[src/rtl/instruction_encoder_loader_if.sv]
// instruction_encoder_loader_if
//   Groups the loader-side field stream, the session control and the
//   instruction-memory write port of instruction_encoder_loader.
//   master : boot/test loader view (drives start, base_addr, field beats;
//            observes in_ready, the write port and session status)
//   slave  : encoder/loader view (the reverse)
//   Parameter ADDR_W : instruction-memory word-address width.
interface instruction_encoder_loader_if #(
  parameter int ADDR_W = 8
) ();
  logic              start;
  logic [ADDR_W-1:0] base_addr;
  logic              in_valid;
  logic              in_ready;
  logic [3:0]        in_cond;
  logic [4:0]        in_opcode;
  logic [3:0]        in_Rn;
  logic [3:0]        in_Rm;
  logic [3:0]        in_Rd;
  logic [10:0]       in_imm;
  logic [1:0]        in_shift_type;
  logic [4:0]        in_shift_amt;
  logic              in_use_shift;
  logic              in_last;
  logic              mem_we;
  logic [ADDR_W-1:0] mem_addr;
  logic [31:0]       mem_wdata;
  logic              busy;
  logic              done;
  logic [ADDR_W:0]   count;
  logic              overflow;

  modport master (
    output start, base_addr, in_valid, in_cond, in_opcode, in_Rn, in_Rm, in_Rd,
           in_imm, in_shift_type, in_shift_amt, in_use_shift, in_last,
    input  in_ready, mem_we, mem_addr, mem_wdata, busy, done, count, overflow
  );

  modport slave (
    input  start, base_addr, in_valid, in_cond, in_opcode, in_Rn, in_Rm, in_Rd,
           in_imm, in_shift_type, in_shift_amt, in_use_shift, in_last,
    output in_ready, mem_we, mem_addr, mem_wdata, busy, done, count, overflow
  );
endinterface

[src/rtl/instruction_encoder_loader.sv]
// instruction_encoder_loader
//   Packs instruction fields into 32-bit Unified Instruction Format words
//   cond[31:28] opcode[27:23] Rn[22:19] Rm[18:15] Rd[14:11] imm[10:0]
//   and streams them into instruction memory, one word per accepted beat,
//   starting at a per-session base address.
// Ports
//   clk  : rising-edge clock
//   rst  : synchronous active-high reset
//   bus  : instruction_encoder_loader_if.slave
//          start/base_addr  open or restart a session
//          in_valid/in_ready field-beat handshake, in_last closes the session
//          mem_we/mem_addr/mem_wdata  registered memory write (1 cycle after accept)
//          busy/done/count/overflow   session status
// Parameters
//   ADDR_W    : word-address width
//   MAX_WORDS : words accepted per session before forced close (1..2**ADDR_W)
// Configuration macro
//   ENC_SHIFT_MERGE_EN : when defined, in_use_shift=1 packs
//                        {in_shift_type, in_shift_amt, in_imm[3:0]} into imm.
module instruction_encoder_loader #(
  parameter int ADDR_W    = 8,
  parameter int MAX_WORDS = 2**ADDR_W
) (
  input  logic                          clk,
  input  logic                          rst,
  instruction_encoder_loader_if.slave   bus
);

  typedef enum logic [1:0] {IDLE, LOAD, DONE} state_t;

  localparam logic [ADDR_W:0] LAST_IDX = (ADDR_W+1)'(MAX_WORDS - 1);

  state_t            state;
  logic [ADDR_W:0]   idx;
  logic [ADDR_W-1:0] base_q;
  logic [ADDR_W:0]   count_q;
  logic              overflow_q;
  logic              accept_p0;
  logic              cap_hit_p0;
  logic              mem_we_p1;
  logic [ADDR_W-1:0] mem_addr_p1;
  logic [31:0]       mem_wdata_p1;

  function automatic logic [10:0] merge_imm(
    input logic [10:0] imm,
    input logic [1:0]  shift_type,
    input logic [4:0]  shift_amt,
    input logic        use_shift
  );
`ifdef ENC_SHIFT_MERGE_EN
    return use_shift ? {shift_type, shift_amt, imm[3:0]} : imm;
`else
    return imm;
`endif
  endfunction

  function automatic logic [31:0] encode_word(
    input logic [3:0]  cond,
    input logic [4:0]  opcode,
    input logic [3:0]  rn,
    input logic [3:0]  rm,
    input logic [3:0]  rd,
    input logic [10:0] imm
  );
    return {cond, opcode, rn, rm, rd, imm};
  endfunction

`ifndef ENC_SHIFT_MERGE_EN
  // Shift fields have no effect in this build; folded here so they are not dangling.
  logic unused_shift_fields;
  assign unused_shift_fields = ^{bus.in_shift_type, bus.in_shift_amt, bus.in_use_shift};
`endif

  // ---- stage p0: handshake and session control ----
  // A start pulse owns its cycle: no beat is taken while the session restarts.
  assign bus.in_ready = (state == LOAD) & ~bus.start;
  assign accept_p0    = bus.in_valid & bus.in_ready;
  assign cap_hit_p0   = (idx == LAST_IDX);

  always_ff @(posedge clk) begin
    if (rst) begin
      state        <= IDLE;
      idx          <= '0;
      base_q       <= '0;
      count_q      <= '0;
      overflow_q   <= 1'b0;
      mem_we_p1    <= 1'b0;
      mem_addr_p1  <= '0;
      mem_wdata_p1 <= '0;
    end else begin
      mem_we_p1 <= accept_p0;

      // ---- stage p1: registered encode and memory write ----
      if (accept_p0) begin
        mem_addr_p1  <= base_q + idx[ADDR_W-1:0];
        mem_wdata_p1 <= encode_word(bus.in_cond, bus.in_opcode, bus.in_Rn, bus.in_Rm,
                                    bus.in_Rd,
                                    merge_imm(bus.in_imm, bus.in_shift_type,
                                              bus.in_shift_amt, bus.in_use_shift));
        idx     <= idx + 1'b1;
        count_q <= count_q + 1'b1;
        if (cap_hit_p0 && !bus.in_last) overflow_q <= 1'b1;
      end

      case (state)
        IDLE: if (bus.start) state <= LOAD;
        LOAD: begin
          if (!bus.start && accept_p0 && (bus.in_last || cap_hit_p0)) state <= DONE;
        end
        DONE: state <= bus.start ? LOAD : IDLE;
        default: state <= IDLE;
      endcase

      // Restart wins over the accept bookkeeping above (accept is already
      // blocked by in_ready while start is high); an in-flight write still
      // drains at its old address because mem_*_p1 are left alone.
      if (bus.start) begin
        idx        <= '0;
        count_q    <= '0;
        overflow_q <= 1'b0;
        base_q     <= bus.base_addr;
      end
    end
  end

  assign bus.mem_we    = mem_we_p1;
  assign bus.mem_addr  = mem_addr_p1;
  assign bus.mem_wdata = mem_wdata_p1;
  assign bus.busy      = (state != IDLE);
  assign bus.done      = (state == DONE);
  assign bus.count     = count_q;
  assign bus.overflow  = overflow_q;

endmodule

[src/flat_wrapper.sv]
// flat-port wrapper written by rule: the top's interface ports become plain ports
module instruction_encoder_loader_flat 
#(
  parameter int ADDR_W    = 8,
  parameter int MAX_WORDS = 2**ADDR_W
)
  (clk, rst, bus_start, bus_base_addr, bus_in_valid, bus_in_cond, bus_in_opcode, bus_in_Rn, bus_in_Rm, bus_in_Rd, bus_in_imm, bus_in_shift_type, bus_in_shift_amt, bus_in_use_shift, bus_in_last, bus_in_ready, bus_mem_we, bus_mem_addr, bus_mem_wdata, bus_busy, bus_done, bus_count, bus_overflow);
  instruction_encoder_loader_if #(.ADDR_W(ADDR_W)) bus_i ();
  input  logic clk;
  input  logic rst;
  input wire logic [$bits(bus_i.start)-1:0] bus_start;
  input wire logic [$bits(bus_i.base_addr)-1:0] bus_base_addr;
  input wire logic [$bits(bus_i.in_valid)-1:0] bus_in_valid;
  input wire logic [$bits(bus_i.in_cond)-1:0] bus_in_cond;
  input wire logic [$bits(bus_i.in_opcode)-1:0] bus_in_opcode;
  input wire logic [$bits(bus_i.in_Rn)-1:0] bus_in_Rn;
  input wire logic [$bits(bus_i.in_Rm)-1:0] bus_in_Rm;
  input wire logic [$bits(bus_i.in_Rd)-1:0] bus_in_Rd;
  input wire logic [$bits(bus_i.in_imm)-1:0] bus_in_imm;
  input wire logic [$bits(bus_i.in_shift_type)-1:0] bus_in_shift_type;
  input wire logic [$bits(bus_i.in_shift_amt)-1:0] bus_in_shift_amt;
  input wire logic [$bits(bus_i.in_use_shift)-1:0] bus_in_use_shift;
  input wire logic [$bits(bus_i.in_last)-1:0] bus_in_last;
  output wire logic [$bits(bus_i.in_ready)-1:0] bus_in_ready;
  output wire logic [$bits(bus_i.mem_we)-1:0] bus_mem_we;
  output wire logic [$bits(bus_i.mem_addr)-1:0] bus_mem_addr;
  output wire logic [$bits(bus_i.mem_wdata)-1:0] bus_mem_wdata;
  output wire logic [$bits(bus_i.busy)-1:0] bus_busy;
  output wire logic [$bits(bus_i.done)-1:0] bus_done;
  output wire logic [$bits(bus_i.count)-1:0] bus_count;
  output wire logic [$bits(bus_i.overflow)-1:0] bus_overflow;
  assign bus_i.start = bus_start;
  assign bus_i.base_addr = bus_base_addr;
  assign bus_i.in_valid = bus_in_valid;
  assign bus_i.in_cond = bus_in_cond;
  assign bus_i.in_opcode = bus_in_opcode;
  assign bus_i.in_Rn = bus_in_Rn;
  assign bus_i.in_Rm = bus_in_Rm;
  assign bus_i.in_Rd = bus_in_Rd;
  assign bus_i.in_imm = bus_in_imm;
  assign bus_i.in_shift_type = bus_in_shift_type;
  assign bus_i.in_shift_amt = bus_in_shift_amt;
  assign bus_i.in_use_shift = bus_in_use_shift;
  assign bus_i.in_last = bus_in_last;
  assign bus_in_ready = bus_i.in_ready;
  assign bus_mem_we = bus_i.mem_we;
  assign bus_mem_addr = bus_i.mem_addr;
  assign bus_mem_wdata = bus_i.mem_wdata;
  assign bus_busy = bus_i.busy;
  assign bus_done = bus_i.done;
  assign bus_count = bus_i.count;
  assign bus_overflow = bus_i.overflow;
  instruction_encoder_loader #(.ADDR_W(ADDR_W), .MAX_WORDS(MAX_WORDS)) u_core (.clk(clk), .rst(rst), .bus(bus_i));
endmodule
[config.mk]
export PLATFORM = sky130hd
export DESIGN_NAME = instruction_encoder_loader_flat
export DESIGN_NICKNAME = d
export VERILOG_FILES = /design/src/rtl/instruction_encoder_loader_if.sv /design/src/rtl/instruction_encoder_loader.sv /design/src/flat_wrapper.sv
export SDC_FILE = /design/constraint.sdc
export NUM_CORES = 1
export LEC_CHECK = 0
export ABC_CLOCK_PERIOD_IN_PS = 5200
export BUFFER_PORTS_ARGS = -buffer_cell sky130_fd_sc_hd__buf_2
export CAP_MARGIN = 20
export CORE_UTILIZATION = 53
export CTS_CLUSTER_DIAMETER = 60
export DETAILED_ROUTE_END_ITERATION = 6
export PLACE_DENSITY_LB_ADDON = 0.15
export SLEW_MARGIN = 40
export SYNTH_ARGS = -nofsm -noshare
export SYNTH_HDL_FRONTEND = slang
export SYNTH_SLANG_ARGS = --single-unit
[constraint.sdc]
create_clock -name clk -period 5.2 [get_ports clk]
set_input_delay 0 -clock clk [delete_from_list [all_inputs] [get_ports clk]]
set_output_delay 0 -clock clk [all_outputs]
set_load 0.05 [all_outputs]
==> run metrics <==
outcome=complete, no violations; CP required=between 5 and 6 ns; Pins Over Slew Limit=0; Crit path largest cell delay=0.59 ns; vias post-DR=~2,800; chip height=slightly below 80 um; register area share after synthesis=a little under half; Worst-Margin Slew=roughly 0.64 ns; syn_area_per_cell=approximately 8.6 um^2; CP endpoint=u_core.bus.mem_addr[5]$_SDFFE_PP0P_; Sw Share=between 20% and 30%; Peak VDD IR=approximately 0.0002 V; CTS tree=built; Hold Path Class=primary input to flip-flop; Sw Pwr=between 200 and 300 uW; Synth area leaders=dfxtp_1 47%, nand2_1 10%, a21oi_1 7.2%; Final #Nets=540; Hold Vio Cnt, Final=0; diodes inserted=0; PortBufs=slightly below 100; Setup Fix Bufs, Post-CTS=0; largest net degree at the start of global routing=between 50 and 60; highest net fanout along the worst path=36; Final TNS setup=0 ns; RSZ-0062 raised after global routing=no; proportion of power drawn by flip-flops and latches=between 50% and 60%; grt ovf=0; launch point of the worst reg-to-reg path=u_core.state[0]$_SDFFE_PP0P_; CP Launch Point=u_core.state[0]$_SDFFE_PP0P_; die width=approximately 77 um; initial antenna violation count=0; Internal Power=about 830 uW; syn nets=around 400; placed cell area=between 0.003 and 0.004 mm^2; Startpoint Class=flip-flop; TritonCTS sink count=70; commonest non-fill, non-tap cell in the layout=buf_2; Starting Density=56.7%; Final Instance Area=0.00407 mm^2; CTS Buf Count=9; Bufs on Longest Clock Path=2; share of cells above drive strength 1=a little over a quarter; DR DRC count=0; most frequent cells in the layout=97 x buf_2, 82 x nand2_1, 70 x dfxtp_1; Crit path top cell by count=buf_4; Combinational Power Share=11.9%; number of global-route vias before repair=approximately 2,700; post-DP HPWL=4270 um; Vias/cell=5.08; CTS H-Tree Depth=3; PostCTS Resize Cnt=0; number of DRC markers in iteration 0=between 90 and 100; worst r2r dst=u_core.bus.mem_addr[5]$_SDFFE_PP0P_; fin crit period=around 2.2 ns; Cell variety after synth=45; I/O Pins=107; PD cells=around 270 mW/mm^2; leakage=0.00172 uW; Max transition margin=between 50% and 60%; skew final=between 0.005 and 0.006 ns; synthesized instance count=344; Final Cycle Share=42.7%; row count=26; Worst EP arrival=2.45 ns; area delta synth->final=37.1%; R2R depth=5; cell-by-cell trace of the critical path=nor4bb_4 > buf_4 > buf_4 > nor3b_1 > a311o_1; WL/cell=about 13 um; Clock Power Share=38.0%; first-pass GRT wire length=12,300 um; reg2reg setup slack=approximately 3.0 ns; GP Congestion=around 0.78; CTS Root Cell=clkbuf_8; Synth Warn #=0; DIE AREA=roughly 0.0059 mm^2; top cell type's share of synthesized area=approximately 47%; Mapped Area=0.00297 mm^2; Peak Freq=0.450 GHz; clock-pin slew on the worst setup and hold paths=roughly 0.070 ns; final WL=between 7000 and 8000 um; maxcap violations=0; DR pass1 iterations=4; Critical Path Sink Type=flip-flop; critical path's slowest cell=nor4bb_4; Synth Register Bits=70; Routed Antenna Nets=0; WS Path Type=flip-flop to flip-flop; GRT Total Usage=a little over a quarter; dominant cell type by area after synthesis=dfxtp_1; Worst-Skew Late Latency=approximately 0.34 ns; core area=around 0.0052 mm^2; Finish-stage setup viols=0; Hold-fix buffers, CTS=just over 40
## routing by layer
metal | part of all wire (%) | GRT usage (%) | vias to the layer above
li1 | - | - | 1423
met1 | 43 | 30.4 | 1278
met2 | 49 | 44.3 | 73
met3 | 4.8 | 6.90 | 19
met4 | 2.8 | 12.7 | 0
met5 | 0 | 0 | -
## metrics by stage
stage                     setup slack [ns]  hold slack [ns]  cells  utilization [%]  power, uW
after floorplan                       3.53            0.116    344                -        643
after global placement                2.89            0.233    493             66.1        673
after detailed placement              2.99            0.241    494             66.3        676
after CTS                             2.98           0.0932    550             77.7       1120
after global routing                  2.79            0.130    550             77.7       1160
final                                 2.98            0.101    550             77.7       1110
## sequential cells by signal, summed over array words and instances, names as in the netlist
| name | flops |
|---|---|
| u_core.bus.overflow | 1 |
| u_core.bus.mem_we | 1 |
| u_core.state | 2 |
| u_core.bus.count | 9 |
| u_core.bus.mem_wdata | 32 |
| u_core.idx | 9 |
| u_core.bus.mem_addr | 8 |
| u_core.base_q | 8 |
## worst min path at each step
stage | startpoint | to | slack (ns) | cells after the start
final | bus_in_valid | u_core.state[0]$_SDFFE_PP0P_ | 0.10 | 4
after global routing | bus_in_valid | u_core.state[0]$_SDFFE_PP0P_ | 0.13 | 4
after CTS | bus_in_valid | u_core.state[0]$_SDFFE_PP0P_ | 0.09 | 4
after detailed placement | bus_in_last | u_core.state[1]$_SDFFE_PP0P_ | 0.24 | 3
after global placement | bus_base_addr[7] | u_core.base_q[7]$_SDFFE_PP0P_ | 0.23 | 3
after floorplan | bus_in_last | u_core.state[1]$_SDFFE_PP0P_ | 0.12 | 2
## power by group through the flow
stage / Combinational [uW] / Sequential [uW] / Clock, uW
after CTS: 131 / 556 / 429
after global routing: 144 / 558 / 455
after floorplan: 48.0 / 595 / 0
after detailed placement: 107 / 568 / 0
final: 132 / 557 / 422
after global placement: 105 / 568 / 0
## Yosys cell counts, drive strengths merged
master,number
nor4,2
o21ai,7
a31oi,2
xor2,4
and3,2
a2111oi,1
nand3b,1
nor4bb,1
fa,1
nand4,3
a21oi,45
xnor2,10
o211ai,1
nor2,27
nor2b,2
or3,4
o21a,3
ha,10
nor3b,3
nand2b,1
buf,18
dfxtp,70
nand2,82
a21o,1
a311o,1
nand4bb,1
nand4b,1
nor4b,1
a311oi,1
o31ai,1
o31a,1
nor3,6
a211oi,4
mux2i,8
or2,2
inv,7
nand3,5
clkbuf,3
o311ai,1
## kinds of logic after synthesis
logic type	count (synthesis)	share of synthesized area [%]
XOR/XNOR	14	4.13
AO/OA/AOI/OAI	69	13.9
AND/OR/NAND/NOR	144	22.2
buffers and inverters	28	4.97
adder cells (fa/ha/maj)	11	4.89
multiplexers	8	2.70
flip-flops	70	47.2
## cell type report
class | instances | area [um^2]
inverters | 7 | 26.3
flip-flops and latches | 70 | 1400
fillers | 391 | 1170
clock buffers | 11 | 141
well taps | 70 | 87.6
repair buffers | 142 | 926
multi-input cells | 246 | 1440
clock inverters | 4 | 47.5
## worst max-delay path: cells and delay by family, from the launching register on
family | cells | cell delay, ns
flip-flops | 1 | 0.45
AO/OA/AOI/OAI | 1 | 0.33
AND/OR/NAND/NOR | 2 | 0.68
buffers and inverters | 2 | 0.65
Power figures use the tool's default switching activity.
